<file path="src/rtl/button_debouncer.sv">
`default_nettype none
// ============================================================================
//  Module      : button_debouncer
//  Description : Synchronises and debounces NumButtons raw push-button pins.
//                Emits the clean pressed level, single-cycle press / release /
//                long-press pulses and a modulo-256 count of accepted presses.
//  Revision    : 1.0  initial release
// ============================================================================
module button_debouncer #(
    parameter int NumButtons      = 4,
    parameter int DebounceCycles  = 1000000,
    parameter int LongPressCycles = 100000000,
    parameter int ActiveLow       = 0
) (
    input  logic                  Clk,
    input  logic                  Reset,
    input  logic [NumButtons-1:0] Buttons,
    output logic [NumButtons-1:0] State,
    output logic [NumButtons-1:0] Pressed,
    output logic [NumButtons-1:0] Released,
    output logic [NumButtons-1:0] LongPress,
    output logic [7:0]            PressCount
);

    localparam int c_DCNT_W = $clog2(DebounceCycles);
    localparam int c_LCNT_W = $clog2(LongPressCycles);
    localparam logic [c_DCNT_W-1:0] c_DMAX = c_DCNT_W'(DebounceCycles - 1);
    localparam logic [c_LCNT_W-1:0] c_LMAX = c_LCNT_W'(LongPressCycles - 1);
    localparam logic [c_LCNT_W-1:0] c_LPRE = c_LCNT_W'(LongPressCycles - 2);

    typedef enum logic [1:0] {
        S_IDLE       = 2'd0,
        S_PRESS_WAIT = 2'd1,
        S_HELD       = 2'd2,
        S_REL_WAIT   = 2'd3
    } state_t;

    // Inversion happens before the synchroniser so that the reset value of
    // both stages always means "not pressed".
    logic [NumButtons-1:0] w_pin;
    logic [NumButtons-1:0] r_sync1;
    logic [NumButtons-1:0] r_sync2;

    logic [NumButtons-1:0] w_lvl_nxt;
    logic [NumButtons-1:0] w_press;
    logic [NumButtons-1:0] w_rel;
    logic [NumButtons-1:0] w_long;
    logic [7:0]            w_pop;

    assign w_pin = (ActiveLow != 0) ? ~Buttons : Buttons;

    // Two-flop synchroniser for the raw pins.
    always_ff @(posedge Clk or posedge Reset) begin
        if (Reset) begin
            r_sync1 <= '0;
            r_sync2 <= '0;
        end else begin
            r_sync1 <= w_pin;
            r_sync2 <= r_sync1;
        end
    end

    for (genvar gi = 0; gi < NumButtons; gi++) begin : g_ch
        state_t              r_st;
        state_t              w_st_nxt;
        logic [c_DCNT_W-1:0] r_dcnt;
        logic [c_DCNT_W-1:0] w_dcnt_nxt;
        logic [c_LCNT_W-1:0] r_lcnt;
        logic [c_LCNT_W-1:0] w_lcnt_nxt;
        logic [c_LCNT_W-1:0] w_lcnt_step;
        logic                w_sync;
        logic                w_lhit;
        logic                w_press_ch;
        logic                w_rel_ch;
        logic                w_long_ch;

        assign w_sync      = r_sync2[gi];
        // Long-press counter saturates, so the hit value is crossed only once per press.
        assign w_lcnt_step = (r_lcnt == c_LMAX) ? r_lcnt : r_lcnt + 1'b1;
        assign w_lhit      = (r_lcnt == c_LPRE);

        // Channel state and counter registers.
        always_ff @(posedge Clk or posedge Reset) begin
            if (Reset) begin
                r_st   <= S_IDLE;
                r_dcnt <= '0;
                r_lcnt <= '0;
            end else begin
                r_st   <= w_st_nxt;
                r_dcnt <= w_dcnt_nxt;
                r_lcnt <= w_lcnt_nxt;
            end
        end

        // Debounce FSM: next state, counters and event strobes.
        always_comb begin
            w_st_nxt   = r_st;
            w_dcnt_nxt = r_dcnt;
            w_lcnt_nxt = r_lcnt;
            w_press_ch = 1'b0;
            w_rel_ch   = 1'b0;
            w_long_ch  = 1'b0;
            case (r_st)
                S_IDLE: begin
                    if (w_sync) begin
                        w_st_nxt   = S_PRESS_WAIT;
                        w_dcnt_nxt = c_DCNT_W'(1);
                    end
                end
                S_PRESS_WAIT: begin
                    if (!w_sync) begin
                        w_st_nxt = S_IDLE;
                    end else if (r_dcnt == c_DMAX) begin
                        w_st_nxt   = S_HELD;
                        w_press_ch = 1'b1;
                        w_lcnt_nxt = '0;
                    end else begin
                        w_dcnt_nxt = r_dcnt + 1'b1;
                    end
                end
                S_HELD: begin
                    // Hold time keeps running through a release candidate.
                    w_lcnt_nxt = w_lcnt_step;
                    w_long_ch  = w_lhit;
                    if (!w_sync) begin
                        w_st_nxt   = S_REL_WAIT;
                        w_dcnt_nxt = c_DCNT_W'(1);
                    end
                end
                S_REL_WAIT: begin
                    if (w_sync) begin
                        w_st_nxt   = S_HELD;
                        w_lcnt_nxt = w_lcnt_step;
                        w_long_ch  = w_lhit;
                    end else if (r_dcnt == c_DMAX) begin
                        w_st_nxt = S_IDLE;
                        w_rel_ch = 1'b1;
                    end else begin
                        w_dcnt_nxt = r_dcnt + 1'b1;
                        w_lcnt_nxt = w_lcnt_step;
                        w_long_ch  = w_lhit;
                    end
                end
                default: begin
                    w_st_nxt = S_IDLE;
                end
            endcase
        end

        assign w_press[gi]   = w_press_ch;
        assign w_rel[gi]     = w_rel_ch;
        assign w_long[gi]    = w_long_ch;
        assign w_lvl_nxt[gi] = (w_st_nxt == S_HELD) || (w_st_nxt == S_REL_WAIT);
    end

    // Number of presses accepted on this edge across all channels.
    always_comb begin
        w_pop = '0;
        for (int j = 0; j < NumButtons; j++) begin
            w_pop = w_pop + {7'd0, w_press[j]};
        end
    end

    // Registered outputs; the press counter wraps naturally at 8 bits.
    always_ff @(posedge Clk or posedge Reset) begin
        if (Reset) begin
            State      <= '0;
            Pressed    <= '0;
            Released   <= '0;
            LongPress  <= '0;
            PressCount <= '0;
        end else begin
            State      <= w_lvl_nxt;
            Pressed    <= w_press;
            Released   <= w_rel;
            LongPress  <= w_long;
            PressCount <= PressCount + w_pop;
        end
    end

endmodule
`default_nettype wire

</file>
<file path="config.mk">
export PLATFORM = sky130hd
export DESIGN_NAME = button_debouncer
export DESIGN_NICKNAME = d
export VERILOG_FILES = /design/src/rtl/button_debouncer.sv
export SDC_FILE = /design/constraint.sdc
export NUM_CORES = 1
export LEC_CHECK = 0
export ABC_AREA = 1
export CELL_PAD_IN_SITES_DETAIL_PLACEMENT = 1
export CELL_PAD_IN_SITES_GLOBAL_PLACEMENT = 1
export CORE_ASPECT_RATIO = 1.75
export CORE_UTILIZATION = 26
export CTS_CLUSTER_DIAMETER = 200
export DETAILED_ROUTE_END_ITERATION = 8
export GPL_TIMING_DRIVEN = 0
export PLACE_DENSITY_LB_ADDON = 0.1
export SLEW_MARGIN = 20
export SYNTH_ARGS = -nofsm -noshare
export SYNTH_HDL_FRONTEND = slang
export SYNTH_SLANG_ARGS = --single-unit
</file>
<file path="constraint.sdc">
create_clock -name Clk -period 15.5 [get_ports Clk]
set_input_delay 3.1 -clock Clk [delete_from_list [all_inputs] [get_ports Clk]]
set_output_delay 3.1 -clock Clk [all_outputs]
set_load 0.05 [all_outputs]
</file>
# Word level (Yosys, flattened, before mapping)
# Cells that the tools add are included.
[op_classes] n_lt_le_gt_ge=0 n_eq_ne=56 shifts=0 n_mux=108 bitwise=0 add_sub_neg=12 mul=0 div=0 reduce_logical=20
[ops] operator="27-bit two-way mux" count=20
[ops] operator="20-bit two-way mux" count=20
[ops] operator="27-bit one-hot mux with 3 select lines" count=4
[ops] operator="20-bit one-hot mux with 4 select lines" count=4
[ops] operator="27-bit == test (second input constant)" count=8
[ops] operator="27-bit by 1-bit adder with 27-bit output (second input constant)" count=4
[ops] operator="20-bit by 1-bit adder with 20-bit output (second input constant)" count=4
[ops] operator="20-bit == test (second input constant)" count=4
[ops] operator="2-bit two-way mux" count=24
[ops] operator="2-bit inequality test (second input constant)" count=20
[ops] operator="2-bit == test (second input constant)" count=16
[ops] operator="2-bit one-hot mux with 4 select lines" count=4
[ops] operator="4-bit AND reduction" count=8
[ops] operator="1-bit two-way mux" count=28
[ops] operator="3-bit inequality test (second input constant)" count=4
[ops] operator="3-bit nonzero test" count=4
[ops] operator="8-bit by 4-bit adder with 8-bit output" count=1
[ops] operator="2-bit by 1-bit == test with 1-bit output (second input constant)" count=4
[ops] operator="2-bit logical NOT" count=4
[ops] operator="1-bit one-hot mux with 2 select lines" count=4
[ops] operator="3-bit by 1-bit adder with 4-bit output" count=1
[ops] operator="1-bit logical OR" count=4
[ops] operator="2-bit by 1-bit adder with 3-bit output" count=1
[ops] operator="1-bit by 1-bit adder with 2-bit output" count=1
[word_totals] word_cells=215 output_inout_bits=24 rom_bits=0 mem_count=0 input_bits=6 reg_bits=228 latchBits=0 mem_bits_rw=0

# Depth between registers and ports, before layout
# Gate-level depths: netlist (run 1).
[logic_depth] depth_word=8 mapped_depth=15 ltp_nobuf=15

# Worst setup path after synthesis (run 1)
# Ideal clock, no wire load.
[synth_path] path_type="flip-flop to output port" startpoint="reg PressCount[2]" endpoint="out PressCount[2]" path_buffers=0 arrival_ns=0.656 required_ns=12.400 stages_incl_launch_ff=1 path_slack_ns=11.744 cell_sequence="dfrtp_1"
[synth_rtl] item="start: declaration" line_no="22" text="output logic [7:0] PressCount"
[synth_rtl] item="start signal: assignment" line_no="177" text="PressCount <= PressCount + w_pop;"
# No word-level cell between the ends.

# Final worst setup path (run 1)
[layout_path] startpoint="reg PressCount[2]" endpoint="out PressCount[2]"
# No word-level cell between the ends.

==> metrics.csv, run 1 <==
metric,value,unit
die outline height,316,um
drt drc,0,
DR WL/cell,15.9,um
Worst Path Arrival,1.85,ns
Synth Instances,2237,
FILL cells,7009,
Worst EP required,12.40,ns
CORE AREA,55500,sq um
aggregate global routing overflow,0,
cell breakdown of the critical path,clkdlybuf4s50_1,
# IOs,30,
Post-Syn Nets,2259,
Worst Path Buf+Inv,1,
Synth area leaders,"dfrtp_1, nand2_1, nor2_1, nand3_1, inv_1",
number of synthesized flops with an enable pin,0,
top cells by instance count after synthesis,"nand2_1, nor2_1, dfrtp_1",
number of CTS-inserted buffers,29,
global placement routability congestion,0.830,
Hold Startpoint,r_sync1[0],
PwrDens,86.5,nW/um^2
number of port buffers,29,
Pre-antenna DRT Iters,4,
Worst path max stage delay,0.84,ns
R2R Path Start,g_ch[2].r_dcnt[0],
total track usage,17.1,%
setup slack after layout,10.55,ns
hold crit path type,reg -> reg,
CP max stage cell,clkdlybuf4s50_1,
status,"complete, no violations",
dpl ws,10.50,ns
top-count cell post-synth,nand2_1,
post-synth cell types,35,
synthesized area per cell,6.54,sq um
Die ar.,57300,sq um
fmax,202,MHz
Worst-path clk slew,0.06,ns
Worst slew margin,48.7,%
CTS Sinks,228,
Total Wirelength,47900,um
ys async rst share,100,%
first-pass GRT wire length,78700,um
worst setup path class,reg -> out,
Initial DRC Count,425,
Final ANT Viol Nets,0,
ANT cells,0,
fin. max-slew vios,0,
H-tree levels,1,
worst vdd ir,0.0765,mV
Die Wd,181,um
via count,13828,
CTS Hold Bufs,0,
clk_lat worst skew,0.58,ns
fraction of layout cells with a size suffix above 1,6.03,%
Final nets,2322,
post-cts resize count,0,
Via density,4.58,
leading area contributor after synthesis,dfrtp_1,
CTS root buffer,clkbuf_16,
site row count,114,
min cycle time layout,4.95,ns
Leakage,7.14,nW
Worst Setup SP,PressCount[2],
Syn Std Cell Area,14600,sq um
Yosys top cell area share,39.0,%
pin count of the biggest net entering global routing,82,
Max clock buf depth,3,
maxcap violations,0,
CP endpoint kind,primary output,
CTS tree,done,
peak fanout along the critical path,5,
Setup Buffers After CTS,0,
Synth Warn #,0,
period utilization,31.9,%
RSZ-0062 raised after global routing,false,
Synth-to-Final Area Change,16.2,%
Post-synth top flop,dfrtp_1,
vias in the first global route,14729,
starting density of the core,26.4,%
#FFs+latches synth,228,
final setup fails,0,
Worst Clk Skew,0.0137,ns
post-synthesis sequential area ratio,39.0,%
slew of the pin with the lowest slew margin,0.767,ns
Final TNS setup,0,ns
"Hold Vio Cnt, Final",0,
Crit path max-delay family,buffers and inverters,
initial antenna violation count,2,
Startpoint Class,flip-flop,
hpwl dp,36600,um
## flip-flops by register name, indices dropped and copies added, names as in the netlist
name,count
LongPress,4
PressCount,8
Pressed,4
Released,4
State,4
g_ch.r_dcnt,80
g_ch.r_lcnt,108
g_ch.r_st,8
r_sync1,4
r_sync2,4
## cells by family after synthesis
group / Yosys count / share of synthesized area, %
compound gates: 79 / 2.90
xor+xnor: 93 / 5.57
fa+ha+maj: 16 / 1.52
buf+inv: 227 / 6.63
flops: 228 / 39.0
simple gates: 1594 / 44.4
## layer usage
metal,global-route usage (%),vias up,share of wire (%)
li1,-,7014,-
met1,18.9,6618,41
met2,33.7,123,54
met3,1.58,73,2.0
met4,5.84,0,2.8
met5,0,-,0
## power breakdown
group	leakage [nW]	switching [mW]	total [mW]	internal, mW
clock	0.550	0.293	0.808	0.515
combinational	3.45	0.0362	0.0493	0.0131
sequential	3.14	0.0113	0.614	0.603
## final timing paths
path,slack [ns],to,depth (start not counted)
setup / recovery,10.55,PressCount[2],1
hold / removal,0.35,r_sync2[0],0
setup reg to reg,11.63,PressCount[6],12
hold reg to reg,0.35,r_sync2[0],0
max in group asynchronous,11.23,g_ch[2].r_lcnt[3],5
min in group asynchronous,2.89,g_ch[0].r_lcnt[5],2
## per-stage QoR
stage	hold slack, ns	cells	cell area [sq um]	utilization, %	total power [mW]
3_3_place_gp	0.339	2962	15800	28.5	0.673
6_report	0.350	3018	17000	30.7	1.47
4_1_cts	0.352	3018	17000	30.7	1.51
2_1_floorplan	0.331	2237	14600	-	0.654
3_5_place_dp	0.338	2965	15900	28.6	0.677
5_1_grt	0.363	3018	17000	30.7	1.53
## cell type report
| cell class | count | area (sq um) | share of cell area [%] |
|---|---|---|---|
| Clock inverter | 18 | 328 | 1.93 |
| Sequential cell | 228 | 5710 | 33.5 |
| Buffer | 51 | 310 | 1.82 |
| Tap cell | 696 | 871 | 5.12 |
| Multi-Input combinational cell | 1782 | 7960 | 46.8 |
| Inverter | 176 | 668 | 3.93 |
| Clock buffer | 35 | 798 | 4.69 |
| Timing Repair Buffer | 32 | 373 | 2.19 |
## cell usage in the layout, fill, tap and decap left out, types with 3 or more instances in the layout
cell type,instances
buf_6,10
bufinv_16,9
fa_1,3
nand3b_1,6
nor2_4,4
or2_2,10
nor3_1,8
buf_16,3
clkinv_1,3
nand2_1,931
a21oi_1,6
nor3b_1,4
xor2_1,55
inv_1,165
nor2_2,6
ha_1,13
buf_4,7
xnor2_1,38
nand4_1,36
nand3_1,137
clkdlybuf4s50_1,29
clkbuf_16,29
nand2_2,12
nand3_2,10
dfrtp_1,228
inv_2,7
o31ai_1,7
clkinv_2,5
clkbuf_8,5
o21ai_0,62
nor2_1,426
clkbuf_1,20
buf_2,13
Note: power is estimated with default switching activity, not from simulation.
==> run 2: changes to the inputs <==
Clock period 15.5 ns to 4.9 ns, I/O delays scaled along.
==> run 2 against run 1 <==
  * First-iteration DRC count fell by 1.9%
  * Global-route usage rose by 0.47 points
  * Sequential share of layout area rose by 0.21 points
  * Largest cell class unchanged
  * Highest routed layer unchanged
==> metrics.csv, run 2 (synthesis results as in run 1) <==
metric,value,unit
via count,13878,
Die ar.,57300,sq um
Worst-path clk slew,0.06,ns
r2r setup slk,1.07,ns
most frequent cells in the layout,"nand2_1, nor2_1, dfrtp_1",
top flop regs,"g_ch.r_lcnt x108, g_ch.r_dcnt x80",
pin count of the biggest net entering global routing,31,
worst vdd ir,0.254,mV
drt drc,0,
initial antenna violation count,0,
Hold Path Stages,0,
Worst Path Arrival,4.28,ns
hpwl dp,38600,um
PwrDens,253,nW/um^2
CP endpoint kind,flip-flop,
peak fanout along the critical path,7,
placed instance area,16000,sq um
hold crit path type,reg -> reg,
worst setup path class,reg -> reg,
number of CTS-inserted buffers,28,
min cycle time layout,3.83,ns
Pre-antenna DRT Iters,5,
"most common cell after layout, fill and taps aside",nand2_1,
Top reg by flops,g_ch.r_lcnt,
CORE AREA,55500,sq um
CTS root buffer,clkbuf_16,
Hold Startpoint,r_sync1[0],
Worst EP required,5.35,ns
"Hold Vio Cnt, Final",0,
# IOs,30,
site row count,114,
FILL cells,7074,
Worst Setup SP,g_ch[2].r_dcnt[0],
fin. max-slew vios,0,
number of port buffers,29,
slew of the pin with the lowest slew margin,0.799,ns
total track usage,17.6,%
ANT cells,0,
Startpoint Class,flip-flop,
final setup fails,0,
post-route insts no fill,3020,
final core occ,30.5,%
max reg flops,108,
starting density of the core,26.4,%
Overall Power,4.29,mW
RSZ-0062 raised after global routing,false,
status,"complete, no violations",
Final TNS setup,0,ns
Post-Layout Inst Area,16900,sq um
H-tree levels,1,
Worst Clk Skew,0.0170,ns
Worst slew margin,46.5,%
global placement routability congestion,0.825,
Worst Reg-to-Reg Cells,12,
period utilization,78.1,%
Synth-to-Final Area Change,15.5,%
multi-input logic area,7960,sq um
fmax,261,MHz
aggregate global routing overflow,0,
Total Wirelength,48600,um
CTS Hold Bufs,0,
Cells after DPL,2970,
Final ANT Viol Nets,0,
post-cts resize count,0,
CTS tree,done,
vias in the first global route,15101,
Via density,4.60,
maxcap violations,0,
first-pass GRT wire length,80500,um
Register Area,5710,sq um
R2R Path Start,g_ch[2].r_dcnt[0],
clk_lat worst skew,0.58,ns
Final nets,2326,
Max clock buf depth,3,
Hold EP,r_sync2[0],
CTS Sinks,228,
Setup Buffers After CTS,0,
Initial DRC Count,417,
die outline height,316,um
DR WL/cell,16.1,um
Leakage,7.08,nW
Die Wd,181,um
Reg-to-Reg End,PressCount[6],
fraction of layout cells with a size suffix above 1,6.02,%
run 2: changes by cell type in the layout (fill, tap and decap cells not counted), sizes merged:
cell	change
clkinv	-2
clkbuf	+4
bufinv	-7
buf	+5
inv	-1
clkinvlp	+3
run 2: routing by layer:
metal  global-route usage [%]  wire length (um)  vias to the layer above
li1                         -                 -                     7038
met1                     17.8             18500                     6631
met2                     36.1             27300                      137
met3                     1.77              1070                       72
met4                     6.78              1690                        0
met5                        0                 0                        -
run 2: power breakdown:
| part | switching, mW | total (mW) | internal (mW) |
|---|---|---|---|
| sequential | 0.0365 | 1.94 | 1.91 |
| clock | 0.893 | 2.18 | 1.28 |
| combinational | 0.119 | 0.166 | 0.0477 |
| total | 1.05 | 4.29 | 3.24 |
run 2: final cells by class:
class | instances | share of cell area, %
Inverter | 176 | 3.93
Sequential cell | 228 | 33.7
Buffer | 51 | 1.84
Tap cell | 696 | 5.15
Clock inverter | 11 | 0.681
Multi-Input combinational cell | 1782 | 47.1
Timing Repair Buffer | 37 | 2.66
Clock buffer | 39 | 4.93
run 2: worst max-delay path, stage by stage (launching register included):
cell     delay [ns]
dfrtp_1        0.46
ha_1           0.34
nand3_1        0.14
nor2_1         0.23
nand3_2        0.15
nor2_1         0.52
inv_1          0.12
fa_1           0.46
fa_1           0.41
fa_1           0.42
nor2_1         0.20
nand3_1        0.12
xnor2_1        0.13
run 2: worst max path at each step:
stage	endpoint
after floorplan	LongPress[0]
after global placement	g_ch[3].r_dcnt[15]
after detailed placement	PressCount[6]
after CTS	PressCount[6]
after global routing	PressCount[6]
final	PressCount[6]
run 2: through the flow:
step | setup WS (ns) | hold slack (ns)
2_1_floorplan | 0.940 | 0.331
3_3_place_gp | -1.43 | 0.339
3_5_place_dp | 0.913 | 0.344
4_1_cts | 0.900 | 0.357
5_1_grt | 0.701 | 0.359
6_report | 1.07 | 0.354
